## src/rtl/seg_scan_pkg.sv

```systemverilog
// rtl/seg_scan_pkg.sv - shared segment codes, FSM states and one-hot helpers
package seg_scan_pkg;

  // Legal seven-segment patterns, bit order {g,f,e,d,c,b,a}
  localparam logic [6:0] SEG_0 = 7'h3F;
  localparam logic [6:0] SEG_1 = 7'h06;
  localparam logic [6:0] SEG_2 = 7'h5B;
  localparam logic [6:0] SEG_3 = 7'h4F;
  localparam logic [6:0] SEG_4 = 7'h66;
  localparam logic [6:0] SEG_5 = 7'h6D;
  localparam logic [6:0] SEG_6 = 7'h7D;
  localparam logic [6:0] SEG_7 = 7'h07;
  localparam logic [6:0] SEG_8 = 7'h7F;
  localparam logic [6:0] SEG_9 = 7'h6F;
  localparam logic [6:0] SEG_A = 7'h77;
  localparam logic [6:0] SEG_B = 7'h7C;
  localparam logic [6:0] SEG_C = 7'h39;
  localparam logic [6:0] SEG_D = 7'h5E;
  localparam logic [6:0] SEG_E = 7'h79;
  localparam logic [6:0] SEG_F = 7'h71;

  typedef enum logic [1:0] {
    ST_IDLE   = 2'd0,
    ST_SETTLE = 2'd1,
    ST_HELD   = 2'd2
  } state_t;

  // True when exactly one bit of v is set
  function automatic logic is_onehot(input logic [7:0] v);
    return (v != 8'd0) && ((v & (v - 8'd1)) == 8'd0);
  endfunction

  // Index of the set bit of a one-hot vector (highest set bit otherwise)
  function automatic logic [2:0] onehot_idx(input logic [7:0] v);
    logic [2:0] idx;
    idx = 3'd0;
    for (int i = 0; i < 8; i++) begin
      if (v[i]) idx = 3'(i);
    end
    return idx;
  endfunction

endpackage

```

## src/rtl/seg7_to_hex.sv

```systemverilog
// rtl/seg7_to_hex.sv - combinational seven-segment pattern to hex nibble decoder
module seg7_to_hex
  import seg_scan_pkg::*;
(
  input  logic [6:0] seg_pat,
  output logic [3:0] hex,
  output logic       err
);

  // Map each legal pattern to its nibble; anything else is 0 with err set
  always_comb begin
    hex = 4'h0;
    err = 1'b0;
    case (seg_pat)
      SEG_0:   hex = 4'h0;
      SEG_1:   hex = 4'h1;
      SEG_2:   hex = 4'h2;
      SEG_3:   hex = 4'h3;
      SEG_4:   hex = 4'h4;
      SEG_5:   hex = 4'h5;
      SEG_6:   hex = 4'h6;
      SEG_7:   hex = 4'h7;
      SEG_8:   hex = 4'h8;
      SEG_9:   hex = 4'h9;
      SEG_A:   hex = 4'hA;
      SEG_B:   hex = 4'hB;
      SEG_C:   hex = 4'hC;
      SEG_D:   hex = 4'hD;
      SEG_E:   hex = 4'hE;
      SEG_F:   hex = 4'hF;
      default: err = 1'b1;
    endcase
  end

endmodule

```

## src/rtl/seg_scan_decoder.sv

```systemverilog
// rtl/seg_scan_decoder.sv - multiplexed seven-segment bus receiver with frame assembly
module seg_scan_decoder
  import seg_scan_pkg::*;
#(
  parameter int NUM_DIGITS    = 4,
  parameter int STABLE_CYCLES = 4
) (
  input  logic                    clk,
  input  logic                    rst_n,
  input  logic [7:0]              seg_in,
  input  logic [NUM_DIGITS-1:0]   an_in,
  output logic                    digit_valid,
  output logic [2:0]              digit_idx,
  output logic [3:0]              digit_hex,
  output logic                    digit_err,
  output logic                    frame_valid,
  output logic [4*NUM_DIGITS-1:0] hex_out,
  output logic [NUM_DIGITS-1:0]   dp_out,
  output logic                    frame_err
);

  localparam int CNT_W = $clog2(STABLE_CYCLES);
  // Capture fires on the cycle the count would reach STABLE_CYCLES-1
  localparam logic [CNT_W-1:0] CNT_LAST = CNT_W'(STABLE_CYCLES - 2);

  logic [7:0]              s_seg_q, s_seg_d, p_seg_q, p_seg_d;
  logic [NUM_DIGITS-1:0]   s_an_q, s_an_d, p_an_q, p_an_d;
  state_t                  state_q, state_d;
  logic [CNT_W-1:0]        cnt_q, cnt_d;
  logic [NUM_DIGITS-1:0]   seen_q, seen_d;
  logic [4*NUM_DIGITS-1:0] hex_buf_q, hex_buf_d;
  logic [NUM_DIGITS-1:0]   dp_buf_q, dp_buf_d;
  logic [NUM_DIGITS-1:0]   err_buf_q, err_buf_d;
  logic                    digit_valid_q, digit_valid_d;
  logic [2:0]              digit_idx_q, digit_idx_d;
  logic [3:0]              digit_hex_q, digit_hex_d;
  logic                    digit_err_q, digit_err_d;
  logic                    frame_valid_q, frame_valid_d;
  logic [4*NUM_DIGITS-1:0] hex_out_q, hex_out_d;
  logic [NUM_DIGITS-1:0]   dp_out_q, dp_out_d;
  logic                    frame_err_q, frame_err_d;

  logic       same;
  logic       an_ok;
  logic       capture;
  logic       seen_full;
  logic [7:0] an_ext;
  logic [3:0] dec_hex;
  logic       dec_err;

  seg7_to_hex u_dec (
    .seg_pat (s_seg_q[6:0]),
    .hex     (dec_hex),
    .err     (dec_err)
  );

  assign an_ext    = 8'(s_an_q);
  assign an_ok     = is_onehot(an_ext);
  assign same      = (s_seg_q == p_seg_q) && (s_an_q == p_an_q);
  assign seen_full = &seen_q;

  // Stability FSM: count matching samples, capture once per stable interval
  always_comb begin
    state_d = state_q;
    cnt_d   = cnt_q;
    capture = 1'b0;
    case (state_q)
      ST_IDLE: begin
        cnt_d = '0;
        if (an_ok) state_d = ST_SETTLE;
      end
      ST_SETTLE: begin
        if (!same) begin
          cnt_d   = '0;
          state_d = an_ok ? ST_SETTLE : ST_IDLE;
        end else if (cnt_q == CNT_LAST) begin
          cnt_d   = '0;
          capture = 1'b1;
          state_d = ST_HELD;
        end else begin
          cnt_d = cnt_q + CNT_W'(1);
        end
      end
      ST_HELD: begin
        if (!same) begin
          cnt_d   = '0;
          state_d = an_ok ? ST_SETTLE : ST_IDLE;
        end
      end
      default: begin
        cnt_d   = '0;
        state_d = ST_IDLE;
      end
    endcase
  end

  // Input sampling, digit reporting, slot buffer and frame emission
  always_comb begin
    s_seg_d       = seg_in;
    s_an_d        = an_in;
    p_seg_d       = s_seg_q;
    p_an_d        = s_an_q;
    digit_valid_d = capture;
    digit_idx_d   = digit_idx_q;
    digit_hex_d   = digit_hex_q;
    digit_err_d   = digit_err_q;
    hex_buf_d     = hex_buf_q;
    dp_buf_d      = dp_buf_q;
    err_buf_d     = err_buf_q;
    // A capture landing on the clear cycle seeds the next frame
    seen_d        = seen_full ? '0 : seen_q;
    frame_valid_d = seen_full;
    hex_out_d     = seen_full ? hex_buf_q : hex_out_q;
    dp_out_d      = seen_full ? dp_buf_q : dp_out_q;
    frame_err_d   = seen_full ? (|err_buf_q) : frame_err_q;
    if (capture) begin
      digit_idx_d = onehot_idx(an_ext);
      digit_hex_d = dec_hex;
      digit_err_d = dec_err;
      for (int i = 0; i < NUM_DIGITS; i++) begin
        if (s_an_q[i]) begin
          hex_buf_d[4*i +: 4] = dec_hex;
          dp_buf_d[i]         = s_seg_q[7];
          err_buf_d[i]        = dec_err;
          seen_d[i]           = 1'b1;
        end
      end
    end
  end

  // State register with asynchronous clear
  always_ff @(posedge clk or negedge rst_n) begin
    if (!rst_n) begin
      s_seg_q       <= '0;
      s_an_q        <= '0;
      p_seg_q       <= '0;
      p_an_q        <= '0;
      state_q       <= ST_IDLE;
      cnt_q         <= '0;
      seen_q        <= '0;
      hex_buf_q     <= '0;
      dp_buf_q      <= '0;
      err_buf_q     <= '0;
      digit_valid_q <= 1'b0;
      digit_idx_q   <= '0;
      digit_hex_q   <= '0;
      digit_err_q   <= 1'b0;
      frame_valid_q <= 1'b0;
      hex_out_q     <= '0;
      dp_out_q      <= '0;
      frame_err_q   <= 1'b0;
    end else begin
      s_seg_q       <= s_seg_d;
      s_an_q        <= s_an_d;
      p_seg_q       <= p_seg_d;
      p_an_q        <= p_an_d;
      state_q       <= state_d;
      cnt_q         <= cnt_d;
      seen_q        <= seen_d;
      hex_buf_q     <= hex_buf_d;
      dp_buf_q      <= dp_buf_d;
      err_buf_q     <= err_buf_d;
      digit_valid_q <= digit_valid_d;
      digit_idx_q   <= digit_idx_d;
      digit_hex_q   <= digit_hex_d;
      digit_err_q   <= digit_err_d;
      frame_valid_q <= frame_valid_d;
      hex_out_q     <= hex_out_d;
      dp_out_q      <= dp_out_d;
      frame_err_q   <= frame_err_d;
    end
  end

  assign digit_valid = digit_valid_q;
  assign digit_idx   = digit_idx_q;
  assign digit_hex   = digit_hex_q;
  assign digit_err   = digit_err_q;
  assign frame_valid = frame_valid_q;
  assign hex_out     = hex_out_q;
  assign dp_out      = dp_out_q;
  assign frame_err   = frame_err_q;

endmodule
```

## config.mk

```make
export PLATFORM = sky130hd
export DESIGN_NAME = seg_scan_decoder
export DESIGN_NICKNAME = d
export VERILOG_FILES = /design/src/rtl/seg_scan_pkg.sv /design/src/rtl/seg7_to_hex.sv /design/src/rtl/seg_scan_decoder.sv
export SDC_FILE = /design/constraint.sdc
export NUM_CORES = 1
export LEC_CHECK = 0
export BUFFER_PORTS_ARGS = -buffer_cell sky130_fd_sc_hd__buf_2
export CAP_MARGIN = 25
export CORE_MARGIN = 2
export CORE_UTILIZATION = 64
export CTS_BUF_LIST = sky130_fd_sc_hd__clkbuf_4
export DETAILED_ROUTE_END_ITERATION = 16
export PLACE_DENSITY = 0.87
export SYNTH_ARGS = -nofsm -noshare
export SYNTH_HDL_FRONTEND = slang
export SYNTH_SLANG_ARGS = --single-unit
```

## constraint.sdc

```tcl
create_clock -name clk -period 3.05 [get_ports clk]
set_input_delay 0 -clock clk [delete_from_list [all_inputs] [get_ports clk]]
set_output_delay 0 -clock clk [all_outputs]
set_load 0.05 [all_outputs]
```

==> results of run 1 <==
registers in the layout (all words and copies together) (netlist names):
register and cells:
frame_err 1, digit_err 1, dp_out 4, digit_idx 2, err_buf_q 4, hex_out 16, hex_buf_q 16, p_seg_q 8
frame_valid 1, digit_hex 4, p_seg_d 8, p_an_d 4, cnt_q 2, p_an_q 4, state_q 2, dp_buf_q 4
digit_valid 1, seen_q 4
where the power goes:
group          switching, uW  internal [uW]
Combinational           58.0           47.4
Clock                    360            250
Sequential              30.4           1160
per-layer routing:
layer	up-vias	wire, um	part of all wire (%)	global-route usage (%)
met5	-	0	0	0
met4	0	116	1.7	11.03
met3	11	341	5.1	5.455
met2	74	3344	50	38.80
met1	1169	2938	44	31.33
li1	1178	-	-	-
what timing repair did:
item / in CTS / in global routing
setup endpoints to repair: 0 / 0
hold endpoints to repair: 98 / 0
hold buffers: 13 / 0
buffers inserted: 0 / 0
resized for setup: 0 / 0
how the worst max path moves through the flow:
stage,to,slack [ps],depth (start not counted)
3_5_place_dp,digit_hex[0],750,5
3_3_place_gp,digit_hex[0],820,5
4_1_cts,digit_hex[0],720,5
2_1_floorplan,digit_hex[0],990,6
5_1_grt,digit_hex[0],530,5
6_report,digit_hex[0],700,5
per-stage QoR:
step,instance area [um^2],util (%)
final,4104,74.99
after global routing,4104,74.99
after CTS,4076,74.49
after detailed placement,3820,69.80
after global placement,3820,69.80
after floorplan,3587,-
cells by family after synthesis:
group | count (synthesis)
buffers and inverters | 31
DFF | 86
and+or+nand+nor | 130
xor gates and xnor gates | 13
AOI/OAI and AO/OA | 30
adders and majority gates | 1
other | 1
muxes | 30
Yosys cell counts (all sizes together), types with 2 or more instances:
cell type / number / share of area, %
nor2: 13 / 1.4
o22ai: 3 / 0.52
a22oi: 2 / 0.42
xor2: 12 / 2.9
mux2: 25 / 7.8
inv: 12 / 1.3
clkbuf: 13 / 1.4
nand3: 2 / 0.42
o21ai: 10 / 1.4
a21o: 2 / 0.42
nor4bb: 3 / 0.84
nor2b: 3 / 0.52
a21oi: 5 / 0.70
nand4b: 3 / 0.73
nand4: 4 / 0.70
mux2i: 5 / 1.4
buf: 6 / 1.2
dfrtp: 86 / 60
and3: 3 / 0.52
nand3b: 2 / 0.42
nand2: 83 / 9.0
a31oi: 2 / 0.35
o211ai: 2 / 0.42
nor4: 5 / 1.4
nand2b: 2 / 0.35
area by class of cell:
type                    instances  area (um^2)
flip-flops and latches         86         2152
fillers                       373         1369
multi-input cells             205         1300
repair buffers                 59        390.4
well taps                      72        90.09
clock buffers                  10        75.07
clock inverters                 5        51.30
inverters                      12        45.04
==> out/results.tsv, run 1 <==
stage	metric	value	unit
synth	Cell variety after synth	44	
placement	Port Buffers	43	
synth	multiplexer share of the synthesized area	9.243	%
floorplanning	Die ar.	6220	um^2
synth	Synth Flop Type	dfrtp_1	
timing	Min Clock Period, post-route	2348	ps
synth	largest family of logic cells by synthesized area	simple AND/OR/NAND/NOR gates	
floorplanning	core outline area	5473	um^2
synth	post-synthesis cell area	3587	um^2
timing	Worst-Margin Slew	805.9	ps
detailed_routing	Avg WL per Cell	15.02	um
floorplanning	Die Y	78.87	um
detailed_routing	DR pass1 iterations	4	
flow_run	max cap viols	0	
timing	Final setup viols	0	
cells_and_area	most common cell after layout, fill and taps aside	dfrtp_1	
synth	cell count after synthesis	322	
detailed_routing	post-detailed-route count of antenna-violating nets	0	
synth	Avg Inst Size Synth	11.14	um^2
setup_path	CP Data Arrival Time	2650	ps
power_and_ir_drop	IR drop worst, VDD	475.1	uV
placement	hpwl dp	4.378	mm
clocking	CTS Buf Count	9	
setup_path	Worst path max stage delay	580	ps
synth	Post-Synth Adder-Cell Area	0.2790	%
timing	final worst slack	702.3	ps
setup_path	FF-to-FF setup slack	700	ps
setup_path	Worst EP required	3350	ps
timing	worst-case headroom to the max-slew limit	45.70	%
grt	GRT Total Usage	24.03	%
power_and_ir_drop	Cell Pwr Density	463.5	nW/um^2
clocking	Clock Latency Late Sink	420	ps
cells_and_area	commonest cells after routing, fill and taps aside	dfrtp_1, nand2_1, buf_2	
floorplanning	Rows	27	
power_and_ir_drop	Leakage	0.002152	uW
detailed_routing	via count	2432	
clocking	htree depth	3	
synth	number of flops mapped to enable cells by yosys	0	
timing	period utilization	76.97	%
synth	Synth Area in Simple Gates	18.24	%
setup_path	reg-to-reg critical path startpoint	p_seg_d[1]	
placement	Placed Instances	420	
setup_path	CP Buf/Inv Count	0	
grt	first-pass GRT wire length	11.23	mm
clocking	Worst-path clk slew	120	ps
clocking	CTS Buffer Depth	2	
setup_path	CP Launch Point	p_seg_d[1]	
power_and_ir_drop	Final Power	1902	uW
detailed_routing	WL final	6.742	mm
grt	vias in the first global route	2400	
cells_and_area	Layout area overhead	14.41	%
grt	grt ovf	0	
clocking	CTS Root Cell	clkbuf_4	
synth	Seq/Total Area, Yosys	59.99	%
floorplanning	Initial Util	65.55	%
timing	Min Hold Slack	30.53	ps
timing	clk_skew	14.47	ps
timing	fmax	0.4259	GHz
synth	syn nets	336	
cells_and_area	NumNets Final	387	
placement	pre-CTS setup slack	752.9	ps
timing	endpoints failing hold	0	
cells_and_area	share of cells above drive strength 1	25.73	%
synth	Post-Synth XOR/XNOR Area	3.174	%
detailed_routing	drt initial violations	195	
timing	pins over their slew limit	0	
setup_path	critical-path cell list	xor2_1 -> nor4_2 -> nand3_2 -> nor4b_4 -> mux2_2	
placement	GP Congestion	0.7901	
grt	pin count of the biggest net entering global routing	87	
setup_path	Slowest-stage cell, CP	dfrtp_1	
timing	post-route setup TNS	0	ps
clocking	# clock sinks	86	
cells_and_area	Antenna diodes	0	
setup_path	Reg-to-Reg End	digit_hex[0]	
clocking	CTS tree	built	
setup_path	CP Capture Type	flop	
detailed_routing	Post-route DRC	0	
setup_path	Worst Path Max Fanout	18	
setup_path	Setup CP Type	reg2reg	
synth	Ys Warns	0	
synth	Post-synth ARST share	100.0	%
detailed_routing	vias per inst	5.416	
cells_and_area	Layout Cells excl Fill	449	
timing	RSZ-0062 raised after global routing	false	
setup_path	Setup crit start kind	flop	
worst_hold_path	Hold WC Path Type	in2async	
grt	initial antenna violation count	0	
synth	post-synthesis compound-gate area fraction	5.197	%
setup_path	Worst Reg-to-Reg Cells	5	
floorplanning	die width	78.87	um
setup_path	CP top delay family	simple AND/OR/NAND/NOR gates	
floorplanning	I/O pins	45	
synth	Synth Register Bits	86	
run_status	status	finished clean	
Power figures use the tool's default switching activity.
==> inputs of run 2 (changes only) <==
--- a/config.mk
+++ b/config.mk
@@ -5,13 +5,14 @@
 export SDC_FILE = /design/constraint.sdc
 export NUM_CORES = 1
 export LEC_CHECK = 0
+export ABC_AREA = 1
 export BUFFER_PORTS_ARGS = -buffer_cell sky130_fd_sc_hd__buf_2
 export CAP_MARGIN = 25
 export CORE_MARGIN = 2
-export CORE_UTILIZATION = 64
+export CORE_UTILIZATION = 54
 export CTS_BUF_LIST = sky130_fd_sc_hd__clkbuf_4
 export DETAILED_ROUTE_END_ITERATION = 16
-export PLACE_DENSITY = 0.87
+export PLACE_DENSITY = 0.78
 export SYNTH_ARGS = -nofsm -noshare
 export SYNTH_HDL_FRONTEND = slang
 export SYNTH_SLANG_ARGS = --single-unit
==> constraint.sdc (replaced) <==
create_clock -name clk -period 2.1 [get_ports clk]
set_input_delay 0 -clock clk [delete_from_list [all_inputs] [get_ports clk]]
set_output_delay 0 -clock clk [all_outputs]
set_load 0.05 [all_outputs]
==> run 2 against run 1 <==
Compared with the run above:
- clock power increased by 69%
- worst setup slack got worse by 540 ps
- hold slack better by 78 ps
- combinational power up 90%
- critical path type unchanged
==> out/results.tsv, run 2 <==
stage	metric	value	unit
run_status	status	finished clean	
power_and_ir_drop	Leakage	0.002365	uW
detailed_routing	Post-route DRC	0	
grt	pin count of the biggest net entering global routing	52	
power_and_ir_drop	Sw Pwr	715.4	uW
detailed_routing	drt initial violations	188	
setup_path	Setup CP Type	reg2reg	
power_and_ir_drop	IR drop worst, VDD	502.9	uV
clocking	CTS Buffer Depth	2	
floorplanning	Initial Util	55.94	%
power_and_ir_drop	Seq pwr share	58.5	%
detailed_routing	WL final	6.901	mm
clocking	Setup Fix Bufs, Post-CTS	0	
placement	Port Buffers	43	
timing	pins over their slew limit	0	
synth	Cell variety after synth	26	
synth	Ys Warns	0	
cells_and_area	commonest cells after routing, fill and taps aside	nand2_1, dfrtp_1, buf_2	
clocking	CTS Root Cell	clkbuf_4	
synth	largest area contributor in the netlist	dfrtp_1	
power_and_ir_drop	Sw Ratio	24.25	%
detailed_routing	post-detailed-route count of antenna-violating nets	0	
cells_and_area	NumNets Final	454	
cells_and_area	Filler cells	515	
detailed_routing	DR pass1 iterations	5	
clocking	# clock sinks	86	
floorplanning	I/O pins	45	
timing	Min Clock Period, post-route	1938	ps
synth	Synth area leaders	dfrtp_1, nand2_1, mux2_2	
synth	Seq/Total Area, Yosys	60.58	%
timing	endpoints failing hold	0	
setup_path	Worst EP required	2440	ps
synth	most frequent cells after synthesis	nand2_1, dfrtp_1, inv_1, mux2_2, nor2_1	
floorplanning	Die Y	85.11	um
placement	hpwl dp	5.032	mm
clocking	htree depth	3	
synth	Synth Register Bits	86	
detailed_routing	vias per inst	5.194	
clocking	CTS tree	built	
cells_and_area	fin area	4188	um^2
grt	GRT Total Usage	21.27	%
clocking	CTS Buf Count	9	
setup_path	Worst Reg-to-Reg Cells	10	
power_and_ir_drop	part of the power in combinational logic	6.7	%
synth	most common cell in the netlist	nand2_1	
synth	top cell type's share of synthesized area	60.58	%
cells_and_area	Antenna diodes	0	
worst_hold_path	Hold WC Path Type	in2async	
timing	clk_skew	15.10	ps
floorplanning	Rows	29	
clocking	Worst-path clk slew	130	ps
grt	initial antenna violation count	0	
synth	Avg Inst Size Synth	9.523	um^2
cells_and_area	share of cells above drive strength 1	22.30	%
power_and_ir_drop	Clock Power Share	34.8	%
cells_and_area	most common cell after layout, fill and taps aside	nand2_1	
power_and_ir_drop	Internal Power	2235	uW
setup_path	CP Data Arrival Time	2280	ps
setup_path	Setup crit start kind	flop	
synth	syn nets	387	
timing	period utilization	92.27	%
floorplanning	core outline area	6350	um^2
synth	Synth Flop Type	dfrtp_1	
synth	Post-synth ARST share	100.0	%
timing	Worst-Margin Slew	645.0	ps
setup_path	Worst Path Max Fanout	7	
timing	Final setup viols	0	
detailed_routing	via count	2706	
placement	GP Congestion	0.8408	
timing	fmax	0.5161	GHz
synth	cell count after synthesis	373	
cells_and_area	Layout Cells excl Fill	521	
setup_path	FF-to-FF setup slack	160	ps
synth	number of flops mapped to enable cells by yosys	0	
setup_path	Reg-to-Reg End	hex_buf_q[2]	
grt	first-pass GRT wire length	11.91	mm
floorplanning	Die ar.	7243	um^2
flow_run	max cap viols	0	
power_and_ir_drop	Final Power	2950	uW
grt	grt ovf	0	
setup_path	reg-to-reg critical path startpoint	p_an_d[2]	
placement	dpl cell area	3886	um^2
floorplanning	die width	85.11	um
grt	vias in the first global route	2531	
power_and_ir_drop	Cell Pwr Density	704.5	nW/um^2
setup_path	CP Capture Type	flop	
setup_path	CP Launch Point	p_an_d[2]	
clocking	Clock Latency Late Sink	440	ps
detailed_routing	Avg WL per Cell	13.25	um
timing	worst-case headroom to the max-slew limit	57.00	%
synth	post-synthesis cell area	3552	um^2
placement	Placed Instances	493	
cells_and_area	Layout area overhead	17.89	%
timing	RSZ-0062 raised after global routing	true	
==> run 2: cell types whose count changed in the layout (fill, tap and decap cells not counted), moves of 4 or more <==
cell     before  now
nor3_1        1    9
nand2_2       4    0
o21ai_0      10    6
mux2_2       25   20
inv_2         0    8
nand3_1       1   13
inv_1        12   23
nor2_1       13   20
xor2_1       12    0
mux2i_1       5    0
nand2_1      79  155
==> run 2: worst max-delay path, cell delays in order (launching register included) <==
cell and delay (ps):
dfrtp_1 450, inv_2 140, nand2_1 60, nand2_1 50, nand2_1 60, nor2_1 160
nand3_1 200, nor2_4 220, nand3_1 290, nand2_1 150, nand2_1 70
==> run 2: layer usage <==
metal	wire length, um	global-route usage, %	vias to the layer above
li1	-	-	1316
met1	2966	27.78	1303
met4	149	8.225	0
met3	290	4.475	16
met2	3496	35.09	71
met5	0	0	-
==> run 2: cells by family after synthesis <==
kind of cell	after synthesis	share of synthesized area, %
AND/OR/NAND/NOR	210	24.94
flip-flops	86	60.58
buffers and inverters	37	4.684
multiplexers	20	6.340
AO/OA/AOI/OAI	15	2.360
XOR/XNOR	4	0.9862
other	1	0.1056
==> run 2: timing repair <==
item                       in CTS  in global routing
setup endpoints to repair       0                 22
hold endpoints to repair       61                  0
hold buffers                   13                  0
resized for setup               0                  3
==> run 2: how the worst max path moves through the flow <==
stage	end	slack, ps	depth (start not counted)
after detailed placement	err_buf_q[1]	170	11
after global routing	dp_buf_q[0]	-20	10
after CTS	hex_buf_q[11]	140	11
final	hex_buf_q[2]	160	10
after global placement	hex_buf_q[0]	210	10
after floorplan	hex_out[10]	550	4
==> run 2: stage by stage <==
stage / hold slack [ps] / TNS [ps] / setup WS [ps] / utilization (%)
3_3_place_gp: 61.11 / 0 / 212.8 / 61.20
2_1_floorplan: -295.6 / 0 / 549.9 / -
4_1_cts: 126.1 / 0 / 138.4 / 65.67
5_1_grt: 155.9 / -114.7 / -22.28 / 65.95
3_5_place_dp: 63.07 / 0 / 172.3 / 61.20
6_report: 108.9 / 0 / 162.3 / 65.95
==> run 2: final cells by class <==
| cell class | count | area (um^2) | area share [%] |
|---|---|---|---|
| timing repair buffer | 62 | 417.9 | 9.979 |
| multi-input combinational | 250 | 1251 | 29.88 |
| tap | 77 | 96.34 | 2.301 |
| clock buffer | 9 | 67.56 | 1.613 |
| sequential | 86 | 2152 | 51.39 |
| clock inverter | 6 | 86.33 | 2.062 |
| inverter | 31 | 116.4 | 2.779 |
==> run 2: power groups by stage <==
stage / combinational [uW] / clock [uW] / sequential (uW)
after global routing: 227 / 1120 / 1730
after CTS: 197 / 1050 / 1720
after global placement: 170 / 0 / 1750
after detailed placement: 178 / 0 / 1760
final: 199 / 1030 / 1730
after floorplan: 110 / 0 / 1750
==> inputs of run 3 (changes only) <==
--- a/config.mk
+++ b/config.mk
@@ -8,11 +8,15 @@
 export ABC_AREA = 1
 export BUFFER_PORTS_ARGS = -buffer_cell sky130_fd_sc_hd__buf_2
 export CAP_MARGIN = 25
+export CELL_PAD_IN_SITES_DETAIL_PLACEMENT = 0
+export CELL_PAD_IN_SITES_GLOBAL_PLACEMENT = 2
+export CORE_ASPECT_RATIO = 1.4
 export CORE_MARGIN = 2
-export CORE_UTILIZATION = 54
+export CORE_UTILIZATION = 34
 export CTS_BUF_LIST = sky130_fd_sc_hd__clkbuf_4
 export DETAILED_ROUTE_END_ITERATION = 16
-export PLACE_DENSITY = 0.78
+export PLACE_DENSITY_LB_ADDON = 0.1
+export REMOVE_ABC_BUFFERS = 1
 export SYNTH_ARGS = -nofsm -noshare
 export SYNTH_HDL_FRONTEND = slang
 export SYNTH_SLANG_ARGS = --single-unit
==> run 3 against run 2 <==
Compared with the run above:
- non-clock buffer count up 6
- maximum frequency up 4.2%
- largest cell class unchanged
- routed wire length up 15%
- via count down 2.5%
- clock power up 5%
- sequential power about the same
- design area up 3.0%
- combinational power up 6%
- sequential cell count unchanged
==> out/results.tsv, run 3 (same netlist as run 2, synthesis figures left out) <==
stage	metric	value	unit
cells_and_area	Layout area overhead	21.38	%
detailed_routing	WL final	7.924	mm
setup_path	Setup crit start kind	flop	
power_and_ir_drop	Cell Pwr Density	699.2	nW/um^2
clocking	Clock Latency Late Sink	440	ps
cells_and_area	commonest cells after routing, fill and taps aside	nand2_1, dfrtp_1, buf_2	
detailed_routing	drt initial violations	89	
power_and_ir_drop	IR drop worst, VDD	256.4	uV
run_status	status	finished clean	
timing	fmax	0.5377	GHz
floorplanning	Rows	44	
clocking	CTS Buf Count	9	
setup_path	critical-path cell list	inv_2 -> nand2_1 -> nand2_1 -> nand2_1 -> nor2_1 -> nand3_1 -> nor2_4 -> nand3_1 -> nand2_1 -> nand2_1	
floorplanning	I/O pins	45	
clocking	Worst-path clk slew	140	ps
timing	endpoints failing hold	0	
placement	hpwl dp	5.671	mm
placement	pre-CTS setup slack	155.3	ps
placement	GP Congestion	0.7794	
setup_path	Worst EP required	2440	ps
cells_and_area	most common cell after layout, fill and taps aside	nand2_1	
flow_run	max cap viols	0	
clocking	htree depth	3	
detailed_routing	DR pass1 iterations	5	
clocking	CTS Buffer Depth	2	
timing	worst-case headroom to the max-slew limit	64.53	%
timing	final worst slack	240.1	ps
floorplanning	Initial Util	34.50	%
timing	Final setup viols	0	
grt	pin count of the biggest net entering global routing	48	
clocking	CTS tree	built	
cells_and_area	NumNets Final	460	
grt	first-pass GRT wire length	13.16	mm
detailed_routing	via count	2638	
floorplanning	Die ar.	11290	um^2
timing	Min Clock Period, post-route	1860	ps
setup_path	CP Data Arrival Time	2200	ps
clocking	CTS Root Cell	clkbuf_4	
detailed_routing	vias per inst	4.479	
setup_path	Setup CP Type	reg2reg	
cells_and_area	final core utilization	41.88	%
grt	initial antenna violation count	0	
detailed_routing	post-detailed-route count of antenna-violating nets	0	
clocking	# clock sinks	86	
timing	period utilization	88.57	%
setup_path	Top cell by count, worst path	nand2_1	
grt	grt ovf	0	
detailed_routing	Avg WL per Cell	13.45	um
setup_path	Worst Path Max Fanout	7	
detailed_routing	Post-route DRC	0	
setup_path	CP Capture Type	flop	
timing	RSZ-0062 raised after global routing	true	
setup_path	Worst path max stage delay	510	ps
floorplanning	die width	90.39	um
timing	post-route setup TNS	0	ps
power_and_ir_drop	Leakage	0.002397	uW
timing	clk_skew	16.60	ps
grt	GRT Total Usage	15.00	%
cells_and_area	fin area	4312	um^2
cells_and_area	share of cells above drive strength 1	23.73	%
floorplanning	Die Y	124.9	um
floorplanning	core outline area	10290	um^2
cells_and_area	Antenna diodes	0	
placement	Port Buffers	43	
timing	pins over their slew limit	0	
placement	dpl cell area	3995	um^2
grt	vias in the first global route	2659	
worst_hold_path	Hold WC Path Type	in2async	
timing	Worst-Margin Slew	532.1	ps
setup_path	Slowest-stage cell, CP	dfrtp_1	
## run 3: cell count changes in the layout (fill, tap and decap cells not counted), sizes merged
cell    before  now
clkinv       3    4
buf         49   55
## run 3: area by class of cell
| type | instances | area, um^2 |
|---|---|---|
| Fill cell | 1059 | 5983 |
| Sequential cell | 86 | 2152 |
| Multi-Input combinational cell | 250 | 1256 |
| Timing Repair Buffer | 68 | 450.4 |
| Tap cell | 138 | 172.7 |
| Inverter | 31 | 116.4 |
| Clock inverter | 7 | 96.34 |
| Clock buffer | 9 | 67.56 |
## run 3: report_power, final
| part | switching, uW | total (uW) | internal [uW] |
|---|---|---|---|
| registers | 34.0 | 1720 | 1690 |
| logic | 136 | 210 | 74.1 |
| clock network | 595 | 1080 | 487 |
## run 3: final timing paths
path / endpoint / slack, ps / from / cells past startpoint
worst max-delay path: hex_buf_q[9] / 240 / p_an_d[3] / 10
worst min-delay path: hex_buf_q[8] / 80 / rst_n / 2
worst max register to register: hex_buf_q[9] / 240 / p_an_d[3] / 10
worst min register to register: p_seg_q[2] / 460 / p_seg_d[2] / 0
max in group asynchronous: hex_out[2] / 1390 / rst_n / 3
min in group clk: p_seg_d[4] / 190 / seg_in[4] / 2
## run 3: per-layer routing
layer / wire length (um) / up-vias / GRT usage (%) / share of wire (%)
li1: - / 1313 / - / -
met1: 3343 / 1270 / 17.88 / 42
met2: 4196 / 43 / 26.54 / 53
met3: 240 / 12 / 2.711 / 3.0
met4: 144 / 0 / 6.335 / 1.8
met5: 0 / - / 0 / 0
## run 3: through the flow
step | power, uW | instances | hold slack, ps
3_5_place_dp | 1949 | 560 | 21.93
6_report | 3015 | 589 | 75.07
4_1_cts | 3065 | 589 | 68.16
3_3_place_gp | 1946 | 560 | 19.72
2_1_floorplan | 1850 | 367 | -295.6
5_1_grt | 3169 | 589 | 98.07
## run 3: what timing repair did
action | in CTS | in global routing
hold buffers | 13 | 0
endpoints found under the setup margin | 0 | 20
resized for setup | 0 | 4
hold endpoints to repair | 98 | 0
setup buffers | 0 | 0
## run 3: critical path, delay by kind of cell (launching register included)
kind          cells  cell delay, ps
buf+inv           1             120
simple gates      9            1130
flops             1             510
